[config.mk]
export PLATFORM = sky130hd
export DESIGN_NAME = ysyx_23060191_csr_ctrl
export DESIGN_NICKNAME = d
export VERILOG_FILES = /design/src/rtl/ysyx_23060191_csr_ctrl.sv
export SDC_FILE = /design/constraint.sdc
export NUM_CORES = 1
export LEC_CHECK = 0
export ABC_AREA = 1
export CAP_MARGIN = 20
export CELL_PAD_IN_SITES_DETAIL_PLACEMENT = 1
export CELL_PAD_IN_SITES_GLOBAL_PLACEMENT = 1
export CORE_AREA = 2 2 154 216
export CTS_CLUSTER_DIAMETER = 40
export CTS_CLUSTER_SIZE = 8
export DETAILED_ROUTE_END_ITERATION = 8
export DIE_AREA = 0 0 156 218
export GPL_ROUTABILITY_DRIVEN = 0
export PLACE_DENSITY = 0.85
export SLEW_MARGIN = 20
export SYNTH_ARGS = -nofsm -noshare
export SYNTH_HDL_FRONTEND = slang
export SYNTH_SLANG_ARGS = --single-unit
[constraint.sdc]
create_clock -name clk -period 2.05 [get_ports clk]
set_input_delay 0.615 -clock clk [delete_from_list [all_inputs] [get_ports clk]]
set_output_delay 0.615 -clock clk [all_outputs]
set_load 0.1 [all_outputs]
[src/rtl/ysyx_23060191_csr_ctrl.sv]
// Sequencer between decode and the CSR register file: runs one SYSTEM instruction
// at a time (CSRRW/S/C, ECALL, MRET), drives CSR strobes, returns rd data and PC redirects.
`timescale 1ns/1ps
module ysyx_23060191_csr_ctrl #(
    parameter int unsigned WIDTH = 32
) (
    input  logic             clk,
    input  logic             rst_n,
    input  logic             in_valid,
    output logic             in_ready,
    input  logic [2:0]       in_op,
    input  logic             in_imm,
    input  logic             in_src_zero,
    input  logic [WIDTH-1:0] in_rs1,
    input  logic [4:0]       in_zimm,
    input  logic [11:0]      in_csr_addr,
    input  logic [WIDTH-1:0] in_pc,
    input  logic [WIDTH-1:0] in_a5,
    output logic [11:0]      addr_rd_csr,
    input  logic [WIDTH-1:0] data_rd_csr,
    output logic             wr_en_csr,
    output logic [11:0]      addr_wr_csr,
    output logic [WIDTH-1:0] data_wr_csr,
    output logic             ecall_en,
    output logic [WIDTH-1:0] ecall_NO,
    input  logic [WIDTH-1:0] mtvec,
    input  logic [WIDTH-1:0] mepc,
    output logic             redir_valid,
    input  logic             redir_ready,
    output logic [WIDTH-1:0] redir_pc,
    output logic             out_valid,
    input  logic             out_ready,
    output logic             rd_we,
    output logic [WIDTH-1:0] rd_wdata,
    output logic             illegal
);

    localparam logic [2:0] OP_CSRRW = 3'b001;
    localparam logic [2:0] OP_CSRRS = 3'b010;
    localparam logic [2:0] OP_CSRRC = 3'b011;
    localparam logic [2:0] OP_ECALL = 3'b100;
    localparam logic [2:0] OP_MRET  = 3'b101;

    typedef enum logic [1:0] {
        S_IDLE,
        S_EXEC,
        S_REDIR,
        S_DONE
    } state_t;

    state_t           r_state;
    logic [2:0]       r_op;
    logic [WIDTH-1:0] r_src;
    logic [WIDTH-1:0] r_pc;

    logic             w_in_csr;
    logic             w_in_setclr;
    logic [WIDTH-1:0] w_in_src;
    logic [WIDTH-1:0] w_data_wr;

    assign w_in_setclr = (in_op == OP_CSRRS) || (in_op == OP_CSRRC);
    assign w_in_csr    = (in_op == OP_CSRRW) || w_in_setclr;
    assign w_in_src    = in_imm ? WIDTH'(in_zimm) : in_rs1;

    // Write data depends on the CSR value read during EXEC, so it is formed combinationally
    always_comb begin
        w_data_wr = '0;
        if (r_state == S_EXEC) begin
            case (r_op)
                OP_CSRRW: w_data_wr = r_src;
                OP_CSRRS: w_data_wr = data_rd_csr | r_src;
                OP_CSRRC: w_data_wr = data_rd_csr & ~r_src;
                OP_ECALL: w_data_wr = r_pc;
                default:  w_data_wr = '0;
            endcase
        end
    end

    assign data_wr_csr = w_data_wr;

    always_ff @(posedge clk or negedge rst_n) begin
        if (!rst_n) begin
            r_state     <= S_IDLE;
            r_op        <= '0;
            r_src       <= '0;
            r_pc        <= '0;
            in_ready    <= 1'b0;
            addr_rd_csr <= '0;
            wr_en_csr   <= 1'b0;
            addr_wr_csr <= '0;
            ecall_en    <= 1'b0;
            ecall_NO    <= '0;
            redir_valid <= 1'b0;
            redir_pc    <= '0;
            out_valid   <= 1'b0;
            rd_we       <= 1'b0;
            rd_wdata    <= '0;
            illegal     <= 1'b0;
        end else begin
            case (r_state)
                S_IDLE: begin
                    if (in_valid && in_ready) begin
                        // Strobes are decided at accept so they are registered for the EXEC cycle
                        r_state     <= S_EXEC;
                        in_ready    <= 1'b0;
                        r_op        <= in_op;
                        r_src       <= w_in_src;
                        r_pc        <= in_pc;
                        addr_rd_csr <= in_csr_addr;
                        addr_wr_csr <= w_in_csr ? in_csr_addr : 12'h000;
                        wr_en_csr   <= (in_op == OP_CSRRW) || (w_in_setclr && !in_src_zero);
                        ecall_en    <= (in_op == OP_ECALL);
                        ecall_NO    <= (in_op == OP_ECALL) ? in_a5 : '0;
                    end else begin
                        in_ready <= 1'b1;
                    end
                end
                S_EXEC: begin
                    wr_en_csr <= 1'b0;
                    ecall_en  <= 1'b0;
                    case (r_op)
                        OP_CSRRW, OP_CSRRS, OP_CSRRC: begin
                            rd_we     <= 1'b1;
                            rd_wdata  <= data_rd_csr;
                            illegal   <= 1'b0;
                            out_valid <= 1'b1;
                            r_state   <= S_DONE;
                        end
                        OP_ECALL, OP_MRET: begin
                            rd_we       <= 1'b0;
                            rd_wdata    <= '0;
                            illegal     <= 1'b0;
                            redir_pc    <= (r_op == OP_ECALL) ? mtvec : mepc;
                            redir_valid <= 1'b1;
                            r_state     <= S_REDIR;
                        end
                        default: begin
                            rd_we     <= 1'b0;
                            rd_wdata  <= '0;
                            illegal   <= 1'b1;
                            out_valid <= 1'b1;
                            r_state   <= S_DONE;
                        end
                    endcase
                end
                S_REDIR: begin
                    if (redir_ready) begin
                        redir_valid <= 1'b0;
                        out_valid   <= 1'b1;
                        r_state     <= S_DONE;
                    end
                end
                S_DONE: begin
                    if (out_ready) begin
                        out_valid <= 1'b0;
                        in_ready  <= 1'b1;
                        r_state   <= S_IDLE;
                    end
                end
                default: r_state <= S_IDLE;
            endcase
        end
    end

endmodule

==> results.yml <==
worst_hold_path:
  min-delay-path-class: "in2async"
synthesis:
  synth_top_area_cell: "dfrtp_1"
  synth-seq-cells: 196
  synth_simple_gate_area_frac: 0.3157
  synth_top_family_by_area: "simple AND/OR/NAND/NOR gates"
  synth_flop_cell: "dfrtp_1"
  synth_compound_area_frac: 0.09670
  synthTopCellsByArea: "dfrtp_1 50%, nand2_1 16%, nand3_1 5.0%"
  syn_area_per_cell_um2: 7.797
  synthMuxAreaShare: 0
  synth-edff-count: 0
  syn_area_um2: 9808
  synth_xor_area_frac: 0
  synth_warnings: 0
  ys_async_sr_fraction: 1.000
  syn-num-nets: 1481
  synthAdderAreaFrac: 0.005103
  synth.most_common_cell: "nand2_1"
  yosysSeqAreaShare: 0.5001
  netlist_instances: 1258
  synth_top_cell_area_share: 0.5001
  synth_cell_type_count: 26
  synth_common_cells: "428 x nand2_1, 196 x dfrtp_1, 111 x nor2_1, 98 x nand3_1, 98 x o21ai_1"
critical_path:
  cp_max_fo: 21
  cpPeakStageDelay_ns: 0.49
  path_buf_inv: 2
  crit_path_top_delay_cell: "dfrtp_2"
  crit_cells: 7
  end_kind: "primary output"
  start_kind: "register"
  crit_chain: "nor2_4 -> buf_12 -> nand3_1 -> nand2_2 -> nor2_2 -> nor2_4 -> buf_12"
  crit_required_ns: 1.43
  reg2regPathDepth: 8
  cp_top_family: "simple AND/OR/NAND/NOR gates"
  arrival_ns: 2.00
  path_class: "reg2out"
routing:
  drt_iter0_markers: 473
  num_vias: 10650
  drc: 0
  wl_um: 43590
  ant_nets: 0
  wl_per_cell_um: 21.00
  drt-pass1-iter-count: 5
  via_per_inst: 5.130
floorplan:
  rows: 78
  coreArea_um2: 32110
  initial_utilization: 0.3055
  dieArea_um2: 34010
  die_w_um: 156
  die_h_um: 218
  ioPinCount: 378
final_layout:
  synthToLayoutAreaGrowth_pct: 75.76
  nFillCells: 3560
  drive_gt1_frac: 0.2431
  final_nets: 1880
grt:
  grt_max_degree: 57
  grt_pass1_wl_um: 67480
  grt_use_total: 0.2582
  grt_overflow: 0
  antenna_found_initial: 6
  grt_pass1_vias: 12220
sta:
  rsz0062_at_grt: "true"
  worst_pin_slew_ns: 0.5349
  fin_hold_ws_ns: 0.1507
  fmax_mhz: 382.0
  finalCriticalPeriod_ns: 2.618
  finalCritPeriodShare: 1.277
  slew_viol_final: 0
  finClkSkew_ns: 0.01133
  setup_violations: 32
  post-route-worst-setup-slack_ns: -0.5680
  slew_headroom: 0.6434
  hold_viol_final: 0
cts:
  cts_buffers: 17
  cts.root.buffer_cell: "clkbuf_16"
  insertion_delay_ns: 0.46
  cts.path.max_buffers: 2
  numClockSinks: 196
  cts.clk_slew.worst_paths_ns: 0.08
  cts_tree: "done"
  htree_levels: 4
outcome:
  status: "finished with violations"
  violations: "setup timing"
place:
  dp_slack_ns: -0.3988
  portBuffers: 377
  place_hpwl_um: 32850
run:
  cap_violations: 0
pwr:
  leakagePower_nw: 7.985
  ir_drop_mv: 1.256
  power.density_nw_per_um2: 1972
final timing paths:
kind | from | end | slack (ns)
setup / recovery | r_op[1] | data_wr_csr[14] | -0.57
setup reg to reg | r_state[0] | r_pc[25] | 0.21
hold reg to reg | r_pc[31] | r_pc[31] | 0.48
hold / removal | rst_n | r_src[3] | 0.15
min in group clk | r_pc[31] | r_pc[31] | 0.48
max in group asynchronous | rst_n | ecall_NO[2] | 1.26
power by group:
part           internal [mW]  switching [mW]
Clock                   1.87            1.68
Sequential              5.51            1.77
Combinational           7.96            15.2
sequential cells by signal (all words and copies together) (netlist names), 2 cells and up:
signal	flops
ecall_NO	32
r_pc	32
r_src	32
rd_wdata	32
redir_pc	32
addr_rd_csr	12
addr_wr_csr	12
r_op	3
r_state	2
metal layers:
layer	global-route usage	vias up	share of wire
li1	-	4851	-
met1	0.2568	5306	0.35
met2	0.4948	393	0.55
met3	0.06777	100	0.058
met4	0.1171	0	0.038
met5	0	-	0
cells in the final DEF, fill, tap and decap left out, drive strengths merged, types with 5 or more instances in the layout:
cell           count
o31ai              5
nor2             114
o21ai            146
buf              247
nand3            129
nand2            429
clkdlybuf4s50    217
dfrtp            196
nand4             33
a21oi             33
clkbuf            19
diode              6
inv               87
kinds of logic after synthesis:
logic type | Yosys count
compound gates | 186
flops | 196
fa+ha+maj | 4
simple gates | 706
buf+inv | 166
metrics by stage:
step / total power [mW] / util / instances / cell area (um2) / TNS [ns]
floorplan: 20.91 / - / 1258 / 10190 / -3.335
global placement: 29.78 / 0.5147 / 2034 / 16530 / -8.821
detailed placement: 30.39 / 0.5147 / 2034 / 16530 / -10.14
CTS: 34.13 / 0.5346 / 2068 / 17160 / -16.78
global route: 35.41 / 0.5369 / 2076 / 17240 / -18.88
finish: 34.00 / 0.5369 / 2076 / 17240 / -15.55
layout make-up:
cell class | instances | area (um2) | share of cell area
well taps | 400 | 500.5 | 0.02903
flip-flops and latches | 196 | 4911 | 0.2849
inverters | 81 | 310.3 | 0.01800
clock buffers | 18 | 439.2 | 0.02548
diodes | 6 | 15.01 | 0.0008710
repair buffers | 465 | 6412 | 0.3720
multi-input cells | 896 | 4484 | 0.2601
clock inverters | 14 | 166.4 | 0.009653
what timing repair did:
action / 4_1_cts / 5_1_grt
buffers inserted: 2 / 2
cloned: 0 / 0
resized for setup: 7 / 15
hold buffers: 0 / 0
endpoints found under the setup margin: 32 / 32
pin swaps: 5 / 1
No activity file was read; power rests on OpenSTA's default activity.
